`config.mk`:
```
export PLATFORM = sky130hd
export DESIGN_NAME = spi_slave_regfile
export DESIGN_NICKNAME = d
export VERILOG_FILES = /design/src/rtl/spi_slave_regfile.sv
export SDC_FILE = /design/constraint.sdc
export NUM_CORES = 2
export LEC_CHECK = 0
export BUFFER_PORTS_ARGS = -buffer_cell sky130_fd_sc_hd__buf_2
export CORE_MARGIN = 5
export CORE_UTILIZATION = 45
export DETAILED_ROUTE_END_ITERATION = 12
export PLACE_DENSITY = 0.71
export SYNTH_ARGS = -nofsm -noshare
export SYNTH_HDL_FRONTEND = slang
export SYNTH_SLANG_ARGS = --single-unit
```
`constraint.sdc`:
```
create_clock -name clk_i -period 40.7 [get_ports clk_i]
set_input_delay 6.105 -clock clk_i [delete_from_list [all_inputs] [get_ports clk_i]]
set_output_delay 6.105 -clock clk_i [all_outputs]
set_load 0.05 [all_outputs]
```
`src/rtl/spi_slave_regfile.sv`:
```
// SPI mode-0 responder serving a 64-byte register file (ADXL362-style read/write commands).
// SPI pins are oversampled in clk_i; a fabric load port shares the writable registers.
module spi_slave_regfile #(
    parameter logic [7:0] DEVID_AD  = 8'hAD,
    parameter logic [7:0] DEVID_MST = 8'h1D,
    parameter logic [7:0] PARTID    = 8'hF2
) (
    input  logic       clk_i,
    input  logic       rst_i,
    input  logic       sclk_i,
    input  logic       cs_n_i,
    input  logic       mosi_i,
    output logic       miso_o,
    output logic       miso_oe_o,
    input  logic       ld_en_i,
    input  logic [5:0] ld_addr_i,
    input  logic [7:0] ld_data_i,
    output logic       wr_stb_o,
    output logic [5:0] wr_addr_o,
    output logic [7:0] wr_data_o,
    output logic       busy_o
);
    typedef enum logic [2:0] {S_IDLE, S_CMD, S_ADDR, S_WDATA, S_RDATA, S_IGNORE} state_t;

    state_t      state_q, state_d;
    logic [2:0]  sclk_sync_q, cs_sync_q;
    logic [1:0]  mosi_sync_q;
    logic [1:0]  settle_q;
    logic        armed_q;
    logic [2:0]  bit_cnt_q;
    logic [7:0]  shift_in_q, shift_out_q;
    logic [5:0]  addr_q;
    logic        is_read_q;
    logic        miso_q, busy_q, wr_stb_q;
    logic [5:0]  wr_addr_q;
    logic [7:0]  wr_data_q;
    logic [7:0]  regs_q [0:63];

    logic        sclk_rise, sclk_fall, cs_fall, cs_rise, byte_done;
    logic [7:0]  rx_byte, fetch_data;
    logic [5:0]  fetch_addr;

    always_ff @(posedge clk_i or posedge rst_i) begin
        if (rst_i) begin
            sclk_sync_q <= 3'b000;
            cs_sync_q   <= 3'b111;
            mosi_sync_q <= 2'b00;
        end else begin
            sclk_sync_q <= {sclk_sync_q[1:0], sclk_i};
            cs_sync_q   <= {cs_sync_q[1:0], cs_n_i};
            mosi_sync_q <= {mosi_sync_q[0], mosi_i};
        end
    end

    // A cs_n pin still low after reset would look like a fresh fall once the
    // synchronizer flushes; only accept falls once cs_n has been seen high.
    always_ff @(posedge clk_i or posedge rst_i) begin
        if (rst_i) begin
            settle_q <= 2'd0;
            armed_q  <= 1'b0;
        end else begin
            if (settle_q != 2'd3)
                settle_q <= settle_q + 2'd1;
            if (settle_q == 2'd3 && cs_sync_q[2])
                armed_q <= 1'b1;
        end
    end

    assign sclk_rise = sclk_sync_q[1] & ~sclk_sync_q[2];
    assign sclk_fall = ~sclk_sync_q[1] & sclk_sync_q[2];
    assign cs_fall   = ~cs_sync_q[1] & cs_sync_q[2] & armed_q;
    assign cs_rise   = cs_sync_q[1] & ~cs_sync_q[2];
    assign rx_byte   = {shift_in_q[6:0], mosi_sync_q[1]};
    assign byte_done = sclk_rise && (state_q != S_IDLE) && (bit_cnt_q == 3'd7);

    always_ff @(posedge clk_i or posedge rst_i) begin
        if (rst_i) state_q <= S_IDLE;
        else       state_q <= state_d;
    end

    always_comb begin
        state_d = state_q;
        case (state_q)
            S_IDLE: if (cs_fall) state_d = S_CMD;
            S_CMD: begin
                if (byte_done)
                    state_d = (rx_byte == 8'h0A || rx_byte == 8'h0B) ? S_ADDR : S_IGNORE;
            end
            S_ADDR: if (byte_done) state_d = is_read_q ? S_RDATA : S_WDATA;
            default: state_d = state_q;
        endcase
        // The rise in this cycle is still processed by the datapath below.
        if (cs_rise)
            state_d = S_IDLE;
    end

    assign fetch_addr = (state_q == S_ADDR) ? rx_byte[5:0] : addr_q;

    always_comb begin
        case (fetch_addr)
            6'd0:    fetch_data = DEVID_AD;
            6'd1:    fetch_data = DEVID_MST;
            6'd2:    fetch_data = PARTID;
            default: fetch_data = regs_q[fetch_addr];
        endcase
    end

    always_ff @(posedge clk_i or posedge rst_i) begin
        if (rst_i) begin
            bit_cnt_q   <= 3'd0;
            shift_in_q  <= 8'd0;
            shift_out_q <= 8'd0;
            addr_q      <= 6'd0;
            is_read_q   <= 1'b0;
            miso_q      <= 1'b0;
            busy_q      <= 1'b0;
            wr_stb_q    <= 1'b0;
            wr_addr_q   <= 6'd0;
            wr_data_q   <= 8'd0;
            for (int i = 0; i < 64; i++)
                regs_q[i] <= 8'd0;
        end else begin
            wr_stb_q <= 1'b0;
            busy_q   <= armed_q & ~cs_sync_q[1];
            if (ld_en_i && ld_addr_i >= 6'd3)
                regs_q[ld_addr_i] <= ld_data_i;
            if (cs_fall) begin
                bit_cnt_q <= 3'd0;
            end else if (sclk_rise && state_q != S_IDLE) begin
                bit_cnt_q  <= bit_cnt_q + 3'd1;
                shift_in_q <= rx_byte;
            end
            if (byte_done) begin
                case (state_q)
                    S_CMD: is_read_q <= rx_byte[0];
                    S_ADDR: begin
                        if (is_read_q) begin
                            shift_out_q <= fetch_data;
                            addr_q      <= rx_byte[5:0] + 6'd1;
                        end else begin
                            addr_q <= rx_byte[5:0];
                        end
                    end
                    S_WDATA: begin
                        // Placed after the load-port write so SPI wins a collision.
                        if (addr_q >= 6'd3) begin
                            regs_q[addr_q] <= rx_byte;
                            wr_stb_q       <= 1'b1;
                            wr_addr_q      <= addr_q;
                            wr_data_q      <= rx_byte;
                        end
                        addr_q <= addr_q + 6'd1;
                    end
                    S_RDATA: begin
                        shift_out_q <= fetch_data;
                        addr_q      <= addr_q + 6'd1;
                    end
                    default: ;
                endcase
            end else if (sclk_fall && state_q == S_RDATA) begin
                miso_q      <= shift_out_q[7];
                shift_out_q <= {shift_out_q[6:0], 1'b0};
            end
            if (state_d != S_RDATA)
                miso_q <= 1'b0;
        end
    end

    assign miso_o    = miso_q;
    assign miso_oe_o = busy_q;
    assign busy_o    = busy_q;
    assign wr_stb_o  = wr_stb_q;
    assign wr_addr_o = wr_addr_q;
    assign wr_data_o = wr_data_q;
endmodule

```
==> impl_metrics.yaml <==
floorplan:
  die_h_um: 274
  core_area_um2: 68800
  start_util_pct: 45.5
  die_w_um: 274
  die_area_um2: 75000
  pin_count: 38
  rows: 96
routing:
  ant_nets: 0
  via_per_inst: 6.25
  first_iter_violations: 3812
  post_drt_wl_per_cell_um: 24.6
  drc: 0
  first_pass_iters: 8
  wl_um: 104000
  vias: 26479
place:
  hpwl_um: 61800
  dp.cells: 4120
  port_buffers: 37
  gp_congestion: 0.992
worst_setup_path:
  ff2ff_path_depth: 9
  worstPathCellList: "buf_2, inv_8, buf_4, buf_4, buf_4"
  r2r_slack_ns: 35.31
  cp_slowest_cell: "buf_4"
  r2r-end: "shift_out_q[4]"
  timing.rr.start: "state_q[1]"
  crit_required_ns: 41.20
  crit_end: "shift_in_q[2]"
  critPathKind: "in2async"
  arrival_ns: 9.35
  cpPeakStageDelay_ns: 0.90
  worstSetupStartpoint: "rst_i"
  critPathTopFamily: "buffers and inverters"
  path_depth: 5
  crit_top_cell: "buf_4"
  critPathMaxFanout: 88
  startpoint_type: "input port"
  path_buf_inv: 5
  critPathCaptureType: "async pin"
power:
  vdd_drop_max_mv: 0.0391
  p_leak_nw: 15.1
  p_per_area_nw_per_um2: 43.7
timing:
  fin_tns_setup_ns: 0
  setup_viol: 0
  period_minus_slack_ns: 8.85
  hold_viol_final: 0
  max_clock_freq_mhz: 113
  rsz0062_at_grt: "false"
  hold_ws_ns: 0.348
  drv_slew: 0
  period_share_pct: 21.7
  slew_headroom_pct: 13.1
  skew_ns: 0.0263
  worstMarginPinSlew_ns: 1.30
synth:
  synthTopCellsByArea: "dfrtp_1 45%, mux2i_1 19%, a21oi_1 8.1%"
  yosysUniqueCellTypes: 67
  synth_fp_nets: 3421
  synth_area_per_cell_um2: 9.23
  async_reset_ff_share_pct: 100
  yosysWarnings: 0
  ys_top_cells_by_count: "588 x mux2i_1, 565 x dfrtp_1, 552 x nor2_1, 505 x a21oi_1, 348 x nand2_1"
  postSynthCellCount: 3395
  synth-edff-count: 0
  yosys.area.top_type: "dfrtp_1"
  synth-seq-cells: 568
  synth_top_area_share_pct: 45.1
  synth-main-ff-cell: "dfrtp_1"
  syn_area_um2: 31300
  seq_area_frac_synth_pct: 45.4
  yosysMostFrequentCell: "mux2i_1"
clock_tree:
  htreeDepth: 2
  cts.sinks: 568
  cts-resized-gates: 0
  clock_path_buffers: 3
  clkTransAtPathRegs_ns: 0.06
  cts_tree: "yes"
  cts_hold_buf: 0
  post-cts-setup-buffers: 0
  numCtsBuffers: 60
  cts_root_buffer: "clkbuf_16"
  clkLatencyLatePin_ns: 0.65
layout:
  fin_cells: 4235
  drive_above_1_share_pct: 8.00
  syn2layout_area_growth_pct: 8.73
  utilization_pct: 49.5
  nFillCells: 6298
  num-nets-final: 3277
status:
  status: "finished, final reports clean"
global_route:
  grt_overflow: 0
  grt_pass1_wl_um: 158000
  antenna_found_initial: 1
  grt_use_total_pct: 27.1
  grt_pass1_vias: 24972
  grt_start_max_net_pins: 136
hold_path:
  hold_depth: 0
  hold_class: "reg2reg"
run:
  maxCapViolations: 0
metrics by stage:
stage / instance area [um2] / setup WS [ns] / power, mW
6_report: 34100 / 31.85 / 1.49
5_1_grt: 34100 / 31.24 / 1.54
4_1_cts: 34000 / 31.66 / 1.48
3_5_place_dp: 32000 / 30.98 / 0.906
3_3_place_gp: 32000 / 31.03 / 0.898
2_1_floorplan: 31300 / 18.71 / 0.829
power breakdown:
part | switching [mW] | internal [mW]
clock network | 0.240 | 0.344
logic | 0.139 | 0.0742
registers | 0.0579 | 0.633
flip-flops by register name, summed over array words and instances, names as in the netlist:
register,flops
addr_q,6
armed_q,1
bit_cnt_q,3
busy_o,1
cs_sync_q,3
is_read_q,1
miso_o,1
mosi_sync_q,2
regs_q,512
sclk_sync_q,3
settle_q,2
shift_in_q,7
shift_out_q,8
state_q,3
wr_addr_o,6
wr_data_o,8
wr_stb_o,1
area by class of cell:
class / count / area [um2] / share of cell area [%]
multi-input cells: 2487 / 15800 / 46.4
flip-flops and latches: 568 / 14200 / 41.8
clock buffers: 95 / 1830 / 5.36
well taps: 931 / 1160 / 3.42
repair buffers: 87 / 573 / 1.68
clock inverters: 17 / 250 / 0.735
inverters: 47 / 184 / 0.540
diodes: 3 / 7.51 / 0.0220
cells in the final DEF, fill, tap and decap left out, types with 15 or more instances in the layout:
cell,n
o221ai_1,17
a31oi_1,19
mux2_2,36
nand3_1,50
a32oi_1,21
buf_2,37
clkbuf_1,18
nor2_1,552
a211oi_1,77
inv_1,46
o22ai_1,18
a21oi_1,504
dfrtp_1,556
buf_4,49
mux2i_1,585
nand2_1,348
a22oi_1,15
o21ai_0,28
a311oi_1,27
nor4_1,23
clkbuf_8,15
clkbuf_16,62
worst reg2reg max path, stage by stage, from the launching register on:
cell	delay, ns
dfrtp_1	0.51
or3b_4	0.29
buf_4	0.69
mux2_4	0.58
buf_4	0.68
buf_4	0.52
mux4_2	0.55
a2111oi_0	0.82
a21oi_1	0.31
a32o_1	0.34
worst min-delay path by stage:
stage                    from             end  slack, ns
2_1_floorplan  mosi_sync_q[0]  mosi_sync_q[1]       0.33
3_3_place_gp   sclk_sync_q[0]  sclk_sync_q[1]       0.34
3_5_place_dp   mosi_sync_q[0]  mosi_sync_q[1]       0.34
4_1_cts        mosi_sync_q[0]  mosi_sync_q[1]       0.35
5_1_grt          cs_sync_q[0]    cs_sync_q[1]       0.37
6_report       mosi_sync_q[0]  mosi_sync_q[1]       0.35
per-layer routing:
| metal | global-route usage [%] | wire length (um) | share of wire [%] |
|---|---|---|---|
| met5 | 0 | 0 | 0 |
| met4 | 12.4 | 5680 | 5.4 |
| met3 | 6.34 | 11600 | 11 |
| met2 | 39.0 | 43800 | 42 |
| met1 | 38.9 | 43100 | 41 |
logic make-up after synthesis:
family / Yosys count / synth area share, %
AO/OA/AOI/OAI: 771 / 14.5
XOR/XNOR: 9 / 0.252
adder cells (fa/ha/maj): 6 / 0.240
multiplexers: 643 / 21.4
buffers and inverters: 340 / 4.31
flip-flops: 568 / 45.4
AND/OR/NAND/NOR: 1058 / 13.9
Power figures use the tool's default switching activity.
